## src/rtl/foo_mc_pkg.sv

```systemverilog
// Shared types and helpers for the multi-channel foo accumulator.
// The typedefs describe the default build; modules derive sized locals from idx_w().
package foo_mc_pkg;

    localparam int WIDTH_DEF    = 64;
    localparam int CHANNELS_DEF = 4;
    localparam int DEPTH_DEF    = 4;
    localparam int LATENCY_DEF  = 2;

    localparam int PTR_W  = $clog2(DEPTH_DEF);
    localparam int CHAN_W = $clog2(CHANNELS_DEF);

    typedef logic [CHAN_W-1:0] chan_t;

    typedef struct packed {
        logic                 valid;
        chan_t                chan;
        logic [WIDTH_DEF-1:0] a;
        logic                 clr;
    } stage_t;

    // Index width that stays legal for n == 1.
    function automatic int idx_w(input int n);
        return (n > 1) ? $clog2(n) : 1;
    endfunction

endpackage

```

## src/rtl/foo_mc_fifo.sv

```systemverilog
// Per-channel operand FIFO: power-of-two depth, wrapping pointers, occupancy count.
module foo_mc_fifo
    import foo_mc_pkg::*;
#(
    parameter int DW    = 65,
    parameter int DEPTH = 4
) (
    input  logic                     clk,
    input  logic                     rst_n,
    input  logic                     push,
    input  logic [DW-1:0]            wdata,
    input  logic                     pop,
    output logic [DW-1:0]            rdata,
    output logic [$clog2(DEPTH):0]   count
);

    localparam int PW = idx_w(DEPTH);
    localparam logic [PW:0] FULL = (PW+1)'(DEPTH);

    logic [DW-1:0] mem_q [DEPTH];
    logic [PW-1:0] wr_q, wr_d, rd_q, rd_d;
    logic [PW:0]   cnt_q, cnt_d;
    logic          push_ok, pop_ok;

    assign push_ok = push && (cnt_q != FULL);
    assign pop_ok  = pop && (cnt_q != '0);

    always_comb begin
        wr_d  = wr_q;
        rd_d  = rd_q;
        cnt_d = cnt_q;
        if (push_ok) wr_d = wr_q + PW'(1);
        if (pop_ok)  rd_d = rd_q + PW'(1);
        if (push_ok && !pop_ok)      cnt_d = cnt_q + (PW+1)'(1);
        else if (!push_ok && pop_ok) cnt_d = cnt_q - (PW+1)'(1);
    end

    always_ff @(posedge clk or negedge rst_n) begin
        if (!rst_n) begin
            wr_q  <= '0;
            rd_q  <= '0;
            cnt_q <= '0;
        end else begin
            wr_q  <= wr_d;
            rd_q  <= rd_d;
            cnt_q <= cnt_d;
        end
    end

    // Storage carries no reset; occupancy alone decides what is valid.
    always_ff @(posedge clk) begin
        if (push_ok) mem_q[wr_q] <= wdata;
    end

    assign rdata = mem_q[rd_q];
    assign count = cnt_q;

endmodule

```

## src/rtl/foo_mc.sv

```systemverilog
// Multi-channel accumulator: per-channel FIFOs, round-robin issue into a shared
// non-stalling pipeline, accumulator read-modify-write only at the final stage.
module foo_mc
    import foo_mc_pkg::*;
#(
    parameter int WIDTH    = 64,
    parameter int CHANNELS = 4,
    parameter int DEPTH    = 4,
    parameter int LATENCY  = 2
) (
    input  logic                          clk,
    input  logic                          rst_n,
    input  logic [CHANNELS-1:0]           in_valid,
    output logic [CHANNELS-1:0]           in_ready,
    input  logic [CHANNELS*WIDTH-1:0]     in_a,
    input  logic [CHANNELS-1:0]           in_clr,
    output logic                          out_valid,
    output logic [$clog2(CHANNELS)-1:0]   out_chan,
    output logic [WIDTH-1:0]              out_x,
    output logic                          out_carry
);

    localparam int CW = idx_w(CHANNELS);
    localparam int PW = idx_w(DEPTH);
    localparam logic [PW:0] FULL = (PW+1)'(DEPTH);

    typedef struct packed {
        logic             valid;
        logic [CW-1:0]    chan;
        logic [WIDTH-1:0] a;
        logic             clr;
    } stg_t;

    logic [CHANNELS-1:0][PW:0]    cnt;
    logic [CHANNELS-1:0][WIDTH:0] rdata;
    logic [CHANNELS-1:0]          push, grant, nonempty;

    for (genvar c = 0; c < CHANNELS; c++) begin : g_ch
        // Ready comes from registered occupancy only; a same-cycle pop never frees a slot.
        assign in_ready[c] = rst_n && (cnt[c] != FULL);
        assign push[c]     = in_valid[c] && in_ready[c];
        assign nonempty[c] = (cnt[c] != '0);

        foo_mc_fifo #(.DW(WIDTH + 1), .DEPTH(DEPTH)) u_fifo (
            .clk   (clk),
            .rst_n (rst_n),
            .push  (push[c]),
            .wdata ({in_clr[c], in_a[c*WIDTH +: WIDTH]}),
            .pop   (grant[c]),
            .rdata (rdata[c]),
            .count (cnt[c])
        );
    end

    logic [CW-1:0] last_q, last_d, gnt_idx;
    logic          found;
    int            idx;

    always_comb begin
        grant   = '0;
        gnt_idx = '0;
        found   = 1'b0;
        idx     = 0;
        for (int i = 1; i <= CHANNELS; i++) begin
            idx = int'(last_q) + i;
            if (idx >= CHANNELS) idx = idx - CHANNELS;
            if (!found && nonempty[idx[CW-1:0]]) begin
                found   = 1'b1;
                gnt_idx = idx[CW-1:0];
            end
        end
        if (found) grant[gnt_idx] = 1'b1;
        last_d = found ? gnt_idx : last_q;
    end

    always_ff @(posedge clk or negedge rst_n) begin
        if (!rst_n) last_q <= '0;
        else        last_q <= last_d;
    end

    stg_t issue, fin;

    always_comb begin
        issue.valid = found;
        issue.chan  = gnt_idx;
        issue.a     = rdata[gnt_idx][WIDTH-1:0];
        issue.clr   = rdata[gnt_idx][WIDTH];
    end

    // The pop edge counts as the first stage, so only LATENCY-1 registers sit in between.
    if (LATENCY == 1) begin : g_nopipe
        assign fin = issue;
    end else begin : g_pipe
        stg_t stg_q [LATENCY-1];
        stg_t stg_d [LATENCY-1];

        always_comb begin
            stg_d[0] = issue;
            for (int k = 1; k < LATENCY - 1; k++) stg_d[k] = stg_q[k-1];
        end

        always_ff @(posedge clk or negedge rst_n) begin
            if (!rst_n) begin
                for (int k = 0; k < LATENCY - 1; k++) stg_q[k] <= '0;
            end else begin
                for (int k = 0; k < LATENCY - 1; k++) stg_q[k] <= stg_d[k];
            end
        end

        assign fin = stg_q[LATENCY-2];
    end

    logic [CHANNELS-1:0][WIDTH-1:0] acc_q, acc_d;
    logic [WIDTH-1:0]               base;
    logic [WIDTH:0]                 sum;
    logic                           out_valid_q, out_valid_d, out_carry_q, out_carry_d;
    logic [CW-1:0]                  out_chan_q, out_chan_d;
    logic [WIDTH-1:0]               out_x_q, out_x_d;

    always_comb begin
        acc_d       = acc_q;
        base        = fin.clr ? '0 : acc_q[fin.chan];
        sum         = {1'b0, base} + {1'b0, fin.a};
        out_valid_d = fin.valid;
        out_chan_d  = out_chan_q;
        out_x_d     = out_x_q;
        out_carry_d = out_carry_q;
        if (fin.valid) begin
            acc_d[fin.chan] = sum[WIDTH-1:0];
            out_chan_d      = fin.chan;
            out_x_d         = sum[WIDTH-1:0];
            out_carry_d     = sum[WIDTH];
        end
    end

    always_ff @(posedge clk or negedge rst_n) begin
        if (!rst_n) begin
            acc_q       <= '0;
            out_valid_q <= 1'b0;
            out_chan_q  <= '0;
            out_x_q     <= '0;
            out_carry_q <= 1'b0;
        end else begin
            acc_q       <= acc_d;
            out_valid_q <= out_valid_d;
            out_chan_q  <= out_chan_d;
            out_x_q     <= out_x_d;
            out_carry_q <= out_carry_d;
        end
    end

    assign out_valid = out_valid_q;
    assign out_chan  = out_chan_q;
    assign out_x     = out_x_q;
    assign out_carry = out_carry_q;

endmodule

```

## config.mk

```make
export PLATFORM = sky130hd
export DESIGN_NAME = foo_mc
export DESIGN_NICKNAME = d
export VERILOG_FILES = /design/src/rtl/foo_mc_pkg.sv /design/src/rtl/foo_mc_fifo.sv /design/src/rtl/foo_mc.sv
export SDC_FILE = /design/constraint.sdc
export NUM_CORES = 2
export LEC_CHECK = 0
export CORE_ASPECT_RATIO = 0.9
export CORE_UTILIZATION = 33
export DETAILED_ROUTE_END_ITERATION = 8
export DONT_BUFFER_PORTS = 1
export PLACE_DENSITY = 0.52
export SLEW_MARGIN = 30
export SYNTH_ARGS = -nofsm -noshare
export SYNTH_HDL_FRONTEND = slang
export SYNTH_SLANG_ARGS = --single-unit
```

## constraint.sdc

```tcl
create_clock -name clk -period 5.1 [get_ports clk]
set_input_delay 1.02 -clock clk [delete_from_list [all_inputs] [get_ports clk]]
set_output_delay 1.02 -clock clk [all_outputs]
set_load 0.03 [all_outputs]
```

After elaboration in Yosys (flattened, before gate mapping)
Memories as Yosys holds them, arrays and structs flattened.
Cells that the tools add are included.
- input port bits: 266
- memory bits (read-only): 0
- output and inout port bits: 72
- bits in registers: 422
- memories: 4
- bits in latches: 0
- bits in writable memories: 1040
- multipliers: 0
- reduce and logical (&&, ||, !) cells: 48
- add/subtract/negate cells: 25
- bitwise gates (word level): 0
- equal/unequal tests: 4
- multiplexer cells: 47
- $lt $le $gt $ge: 12
- shift-type cells: 0
- divide/modulo/power cells: 0
- memories (memory ; words ; bits a word ; rd ports ; clocked after memory_dff ; wr ports ; line ; RTL):
    g_ch[0].u_fifo.mem_q ; 4 ; 65 ; 1 ; 0 ; 1 ; foo_mc_fifo.sv:20 ; logic [DW-1:0] mem_q [DEPTH];
    g_ch[1].u_fifo.mem_q ; 4 ; 65 ; 1 ; 0 ; 1 ; foo_mc_fifo.sv:20 ;
    g_ch[2].u_fifo.mem_q ; 4 ; 65 ; 1 ; 0 ; 1 ; foo_mc_fifo.sv:20 ;
    g_ch[3].u_fifo.mem_q ; 4 ; 65 ; 1 ; 0 ; 1 ; foo_mc_fifo.sv:20 ;
- operators with widths (cell ; number):
    $bwmux 256 ; 1
    $mux 64 ; 3
    $bmux 65 s2 ; 1
    $bmux 64 s2 ; 1
    $demux 64 s2 ; 1
    $add 64x64->65 ; 1
    $mux 65 ; 1
    $logic_and 1x1->1 ; 29
    $mux 3 ; 8
    $lt 2x3->1 const B ; 6
    $mux 1 ; 17
    $add 2x1->2 const B ; 8
    $mux 2 ; 8
    $add 3x1->3 const B ; 4
    $ne 3x3->1 const B ; 4
    $reduce_bool 3->1 ; 4
    $sub 3x1->3 const B ; 4
    $logic_not 1->1 ; 11
    $ge 3x3->1 const B ; 3
    $bmux 1 s2 ; 4
    $reduce_bool 2->1 ; 4
    $sub 2x1->2 const B ; 4
    $add 2x2->3 const B ; 2
    $add 2x3->4 const B ; 1
    5 further kinds ; 6

Logic depth before layout (Yosys ltp)
- word-level depth: 24
- gate-level depth with buffers: 18
- gate-level depth less buffers: 13

Modules after synthesis
A second synthesis with hierarchy kept.
- cells, all modules: 3862
- area, all modules: 60847.1 um^2
- modules (own cells, without submodules) (module ; cells each ; instances ; sequential area each (um^2) ; area an instance (um^2)):
    foo_mc_fifo ; 374 ; 4 ; 7982.7 ; 9820.7
    foo_mc ; 2366 ; 1 ; 9859.5 ; 21564.4

Least setup slack after synthesis
OpenSTA, ideal clock, no wires.
- path type: reg-to-reg
- start point: register, netlist name fin[65]
- end point: register acc_q[117] (netlist name)
- path slack: 678 ps
- required time: 4967 ps
- arrival time: 4289 ps
- stages on the path, launching flop included: 18
- period minus slack after synthesis: 4422 ps
- cell sequence: dfrtp_1 -> clkbuf_1 -> clkbuf_1 -> buf_1 -> mux4_2 -> nor2b_1 -> ha_1 -> clkbuf_1 -> a21o_1 -> a21o_1 -> a21oi_1 -> nand2_1 -> nor4_1 -> a21oi_1 -> o31ai_1 -> buf_2 -> xnor2_1 -> o21ai_1
- word-level cells in the longest chain between the ends: 5
- elaborated cells on any way between the ends: 10
- those cells by class: 1 x add/sub; 2 x order compare; 6 x mux; 1 x reduce/logical
- ends and longest elaborated chain (item ; line ; RTL):
    $bmux 64 s2 (tied with other cells) ; foo_mc.sv:122 ; base = fin.clr ? '0 : acc_q[fin.chan];
    $mux 64 (not written as such) or $logic_and 1x1->1 (tied branches) ; foo_mc.sv:122, foo_mc.sv:129 ;
    $mux 64, on equally long branches ; foo_mc.sv:122, foo_mc.sv:129 ;
    $add 64x64->65 or $demux 64 s2 (tied branches) ; foo_mc.sv:123, foo_mc.sv:129 ;
    $bwmux 256 * ; foo_mc.sv:129 ; acc_d[fin.chan] = sum[WIDTH-1:0];
    to (signal assigned) ; foo_mc.sv:138 ; acc_q <= '0;
    to (signal assigned) ; foo_mc.sv:144 ; acc_q <= acc_d;
    to (decl) ; foo_mc.sv:113 ; logic [CHANNELS-1:0][WIDTH-1:0] acc_q, acc_d;
Every way passes the cells marked *; elsewhere a longest branch is shown, timed or not. The select of a mux whose other input is x is not followed.
A chain may end at the register's enable or synchronous reset.

Worst setup path in the final report
- start point: register, netlist name fin[65]
- end point: register acc_q[117] (netlist name)
- word-level cells in the longest chain between the ends: 5
- elaborated cells on any way between the ends: 10
- those cells by class: 1 x add/sub; 2 x order compare; 6 x mux; 1 x reduce/logical
- ends and longest elaborated chain (item ; line):
    $bmux 64 s2 (tied with other cells) ; foo_mc.sv:122
    $mux 64 (not written as such) or $logic_and 1x1->1 (tied branches) ; foo_mc.sv:122, foo_mc.sv:129
    $mux 64, on equally long branches ; foo_mc.sv:122, foo_mc.sv:129
    $add 64x64->65 or $demux 64 s2 (tied branches) ; foo_mc.sv:123, foo_mc.sv:129
    $bwmux 256 * ; foo_mc.sv:129
Marked as above.

==> flow_metrics.py <==
metrics = {
    "timing": {
        "worstMarginPinSlew_ns": 1.02,
        "hold_viol_final": 0,
        "report.final.slew_viol_count": 0,
        "timing.setup.tns_ns": 0,
        "rsz0062_at_grt": "false",
        "timing.final.crit_share": 0.950,
        "hold-worst-slack_ns": 0.195,
        "max_freq_mhz": 206,
        "skew_ns": 0.0605,
        "final.min_clock_period_ns": 4.85,
        "setup_viol": 0,
        "relSlewSlack": 0.322,
    },
    "clocking": {
        "clock-root-buffer": "clkbuf_16",
        "clock-sinks": 1462,
        "postCtsSetupBuffers": 0,
        "h-tree-depth": 4,
        "cts_tree": "yes",
        "clock_path_buffers": 3,
        "cts_buffers": 159,
        "clk_pin_slew_ns": 0.06,
        "clk_latency_ns": 0.81,
    },
    "die": {
        "die_area_mm2": 0.187,
        "core-area_mm2": 0.184,
        "num_rows": 149,
        "die_w_um": 456,
        "start_util": 0.333,
        "ios": 338,
        "die_y_um": 410,
    },
    "worst_setup_path": {
        "path_cells": "buf_4 > buf_4 > mux4_2 > nor2b_1 > ha_1 > a21oi_1 > o21ai_0 > nor3b_1 > nor4_1 > a21oi_1 > o31ai_2 > xnor2_1 > buf_4 > o21ai_1",
        "r2r_start": "fin[65]",
        "cp-end-kind": "register",
        "r2r-end": "acc_q[117]",
        "worstRegToRegCells": 14,
        "rrSetupSlack_ns": 0.25,
        "cp_slowest_cell": "o31ai_2",
        "path_common_cell": "buf_4",
        "worst-path-max-fanout": 19,
        "crit_type": "reg -> reg",
        "required_ns": 5.70,
        "crit_arrival_ns": 5.45,
        "critPathCapture": "acc_q[117]",
        "cp-start-kind": "register",
        "max_stage_delay_ns": 0.79,
        "crit_start": "fin[65]",
    },
    "final_layout": {
        "design_area_mm2": 0.0699,
        "drive_gt1_frac": 0.179,
        "fin_cells": 6573,
        "fill_cells": 17000,
        "area_growth_pct": 14.3,
        "nNetsFinal": 4375,
    },
    "pwr": {
        "finalPower_mw": 52.7,
        "p_per_area_mw_per_mm2": 754,
        "p_leak_nw": 24.9,
        "vdd_drop_max_v": 0.000525,
    },
    "grt": {
        "grt.total_usage": 0.184,
        "grt_max_degree": 427,
        "grt_pass1_wl_mm": 250,
        "first_global_vias": 34800,
        "grt_antenna_before_repair": 15,
        "grt.overflow.total": 0,
    },
    "placed_design": {
        "io_buffers": 0,
        "dp_cells": 6271,
        "post_dp_cell_area_mm2": 0.0644,
        "dp_hpwl_mm": 114,
        "place_congestion": 0.831,
    },
    "route": {
        "drt_iter0_drc": 2918,
        "num_vias": 34400,
        "wire_per_inst_um": 26.2,
        "first_pass_iters": 6,
        "post_drt_via_cell_ratio": 5.23,
        "drcViolationCount": 0,
        "drt-total-wl_mm": 172,
        "drtAntennaViolNets": 0,
    },
    "logic_synthesis": {
        "yosysWarnings": 0,
        "avgSynthCellArea_um2": 15.3,
        "synth_seq_area_share": 0.683,
        "synth_edf_count": 1040,
        "ys_types": 76,
        "synth_commonest_cells": "1040 x edfxtp_1, 646 x nand2_1, 422 x dfrtp_1, 324 x mux4_2, 266 x o21ai_0",
        "yosys.area.top_type": "edfxtp_1",
        "syn_nets": 4354,
        "ys.flop_type": "edfxtp_1",
        "async_flop_share": 0.289,
        "synth_top_area_share": 0.511,
        "synthCells": 3999,
        "synth_most_common_cell": "edfxtp_1",
        "yosys-top-cells-area": "edfxtp_1 51%, dfrtp_1 17%, mux4_2 12%, nand2_1 4.0%, o21ai_0 2.2%",
        "synth-seq-cells": 1462,
        "synth.cell_area_mm2": 0.0611,
    },
    "worst_hold_path": {
        "worstHoldPathType": "in -> async",
    },
    "run": {
        "drv_cap": 0,
    },
    "outcome": {
        "status": "finished clean",
    },
}
-- per-stage QoR --
| step | utilization | setup WS [ns] |
|---|---|---|
| final | 0.381 | 0.253 |
| after global routing | 0.381 | 0.000658 |
| after CTS | 0.380 | 0.240 |
| after detailed placement | 0.351 | 0.301 |
| after global placement | 0.351 | -0.0554 |
| after floorplan | - | 0.678 |
-- area by class of cell --
cell class	count	area [µm²]	area share
sequential	1462	41800	0.598
multi-input combinational	2240	18300	0.262
clock buffer	207	4310	0.0617
tap	2416	3020	0.0432
timing repair buffer	123	1200	0.0171
clock inverter	85	1070	0.0153
inverter	34	133	0.00190
antenna	6	15.0	0.000215
-- layer usage --
metal | routed length [µm] | GRT usage | part of all wire
met5 | 10 | 0 | 0.000058
met4 | 3130 | 0.0406 | 0.018
met3 | 14100 | 0.0612 | 0.082
met2 | 78500 | 0.280 | 0.46
met1 | 76500 | 0.254 | 0.44
-- cell families after synthesis --
logic type	synth area share
compound gates	0.0664
flops	0.683
fa+ha+maj	0.0188
simple gates	0.0808
xor+xnor	0.0103
mux	0.121
buf+inv	0.0187
-- report_power, final --
part	total [mW]	leakage, nW	internal [mW]	switching, mW
registers	18.4	14.5	15.7	2.69
clock network	11.8	2.57	6.80	4.98
logic	22.6	7.79	8.36	14.2
-- worst max-delay path: cells and delay by family, from the launching register on --
| family | cells | cell delay, ns |
|---|---|---|
| and+or+nand+nor | 3 | 0.73 |
| muxes | 1 | 0.50 |
| DFF | 1 | 0.71 |
| adders and majority gates | 1 | 0.37 |
| AOI/OAI and AO/OA | 5 | 1.48 |
| buffers and inverters | 3 | 0.64 |
| xor gates and xnor gates | 1 | 0.21 |
-- placed cells by master (no fill, tap or decap), types with 14 or more instances in the layout --
| cell type | Yosys | routed |
|---|---|---|
| edfxtp_1 | 1040 | 1040 |
| nand2_1 | 646 | 646 |
| dfrtp_1 | 422 | 410 |
| mux4_2 | 324 | 324 |
| o21ai_0 | 266 | 266 |
| clkbuf_16 | 0 | 160 |
| buf_4 | 0 | 102 |
| a21oi_1 | 96 | 96 |
| and3_1 | 102 | 86 |
| ha_1 | 84 | 84 |
| a31oi_1 | 78 | 78 |
| nor2b_1 | 70 | 70 |
| nand3_1 | 66 | 65 |
| nor2_1 | 63 | 62 |
| nand4_1 | 61 | 61 |
| a21o_1 | 44 | 44 |
| xnor2_1 | 40 | 40 |
| clkbuf_1 | 220 | 34 |
| xor2_1 | 32 | 32 |
| inv_1 | 32 | 31 |
| o31ai_1 | 32 | 31 |
| a211o_1 | 26 | 26 |
| clkinv_1 | 1 | 25 |
| nor3_1 | 20 | 20 |
| o21ai_1 | 21 | 20 |
| o21bai_1 | 18 | 18 |
| clkinv_2 | 0 | 18 |
| buf_12 | 0 | 17 |
| bufinv_16 | 0 | 15 |
| o21a_1 | 14 | 14 |
-- worst min path at each step --
stage,end,from,depth (start not counted),slack [ns]
floorplan,out_valid,out_valid_d,0,0.35
global placement,acc_q[0],acc_q[0],2,0.45
detailed placement,acc_q[0],acc_q[0],2,0.46
CTS,acc_q[71],rst_n,0,-0.12
global route,g_ch[3].u_fifo.mem_q[2][10],in_a[202],0,0.24
finish,acc_q[73],rst_n,1,0.20
-- sequential cells by signal (all words and copies together) (netlist names) --
| register | flops |
|---|---|
| acc_q | 256 |
| fin | 67 |
| g_ch.u_fifo.count | 12 |
| g_ch.u_fifo.mem_q | 1040 |
| g_ch.u_fifo.rd_q | 8 |
| g_ch.u_fifo.wr_q | 8 |
| last_q | 2 |
| out_carry | 1 |
| out_chan | 2 |
| out_valid | 1 |
| out_valid_d | 1 |
| out_x | 64 |
-- what timing repair did --
item,in CTS,in global routing
hold endpoints to repair,422,19
endpoints found under the setup margin,0,2
resized for setup,0,2
(Power assumes the default switching activity.)
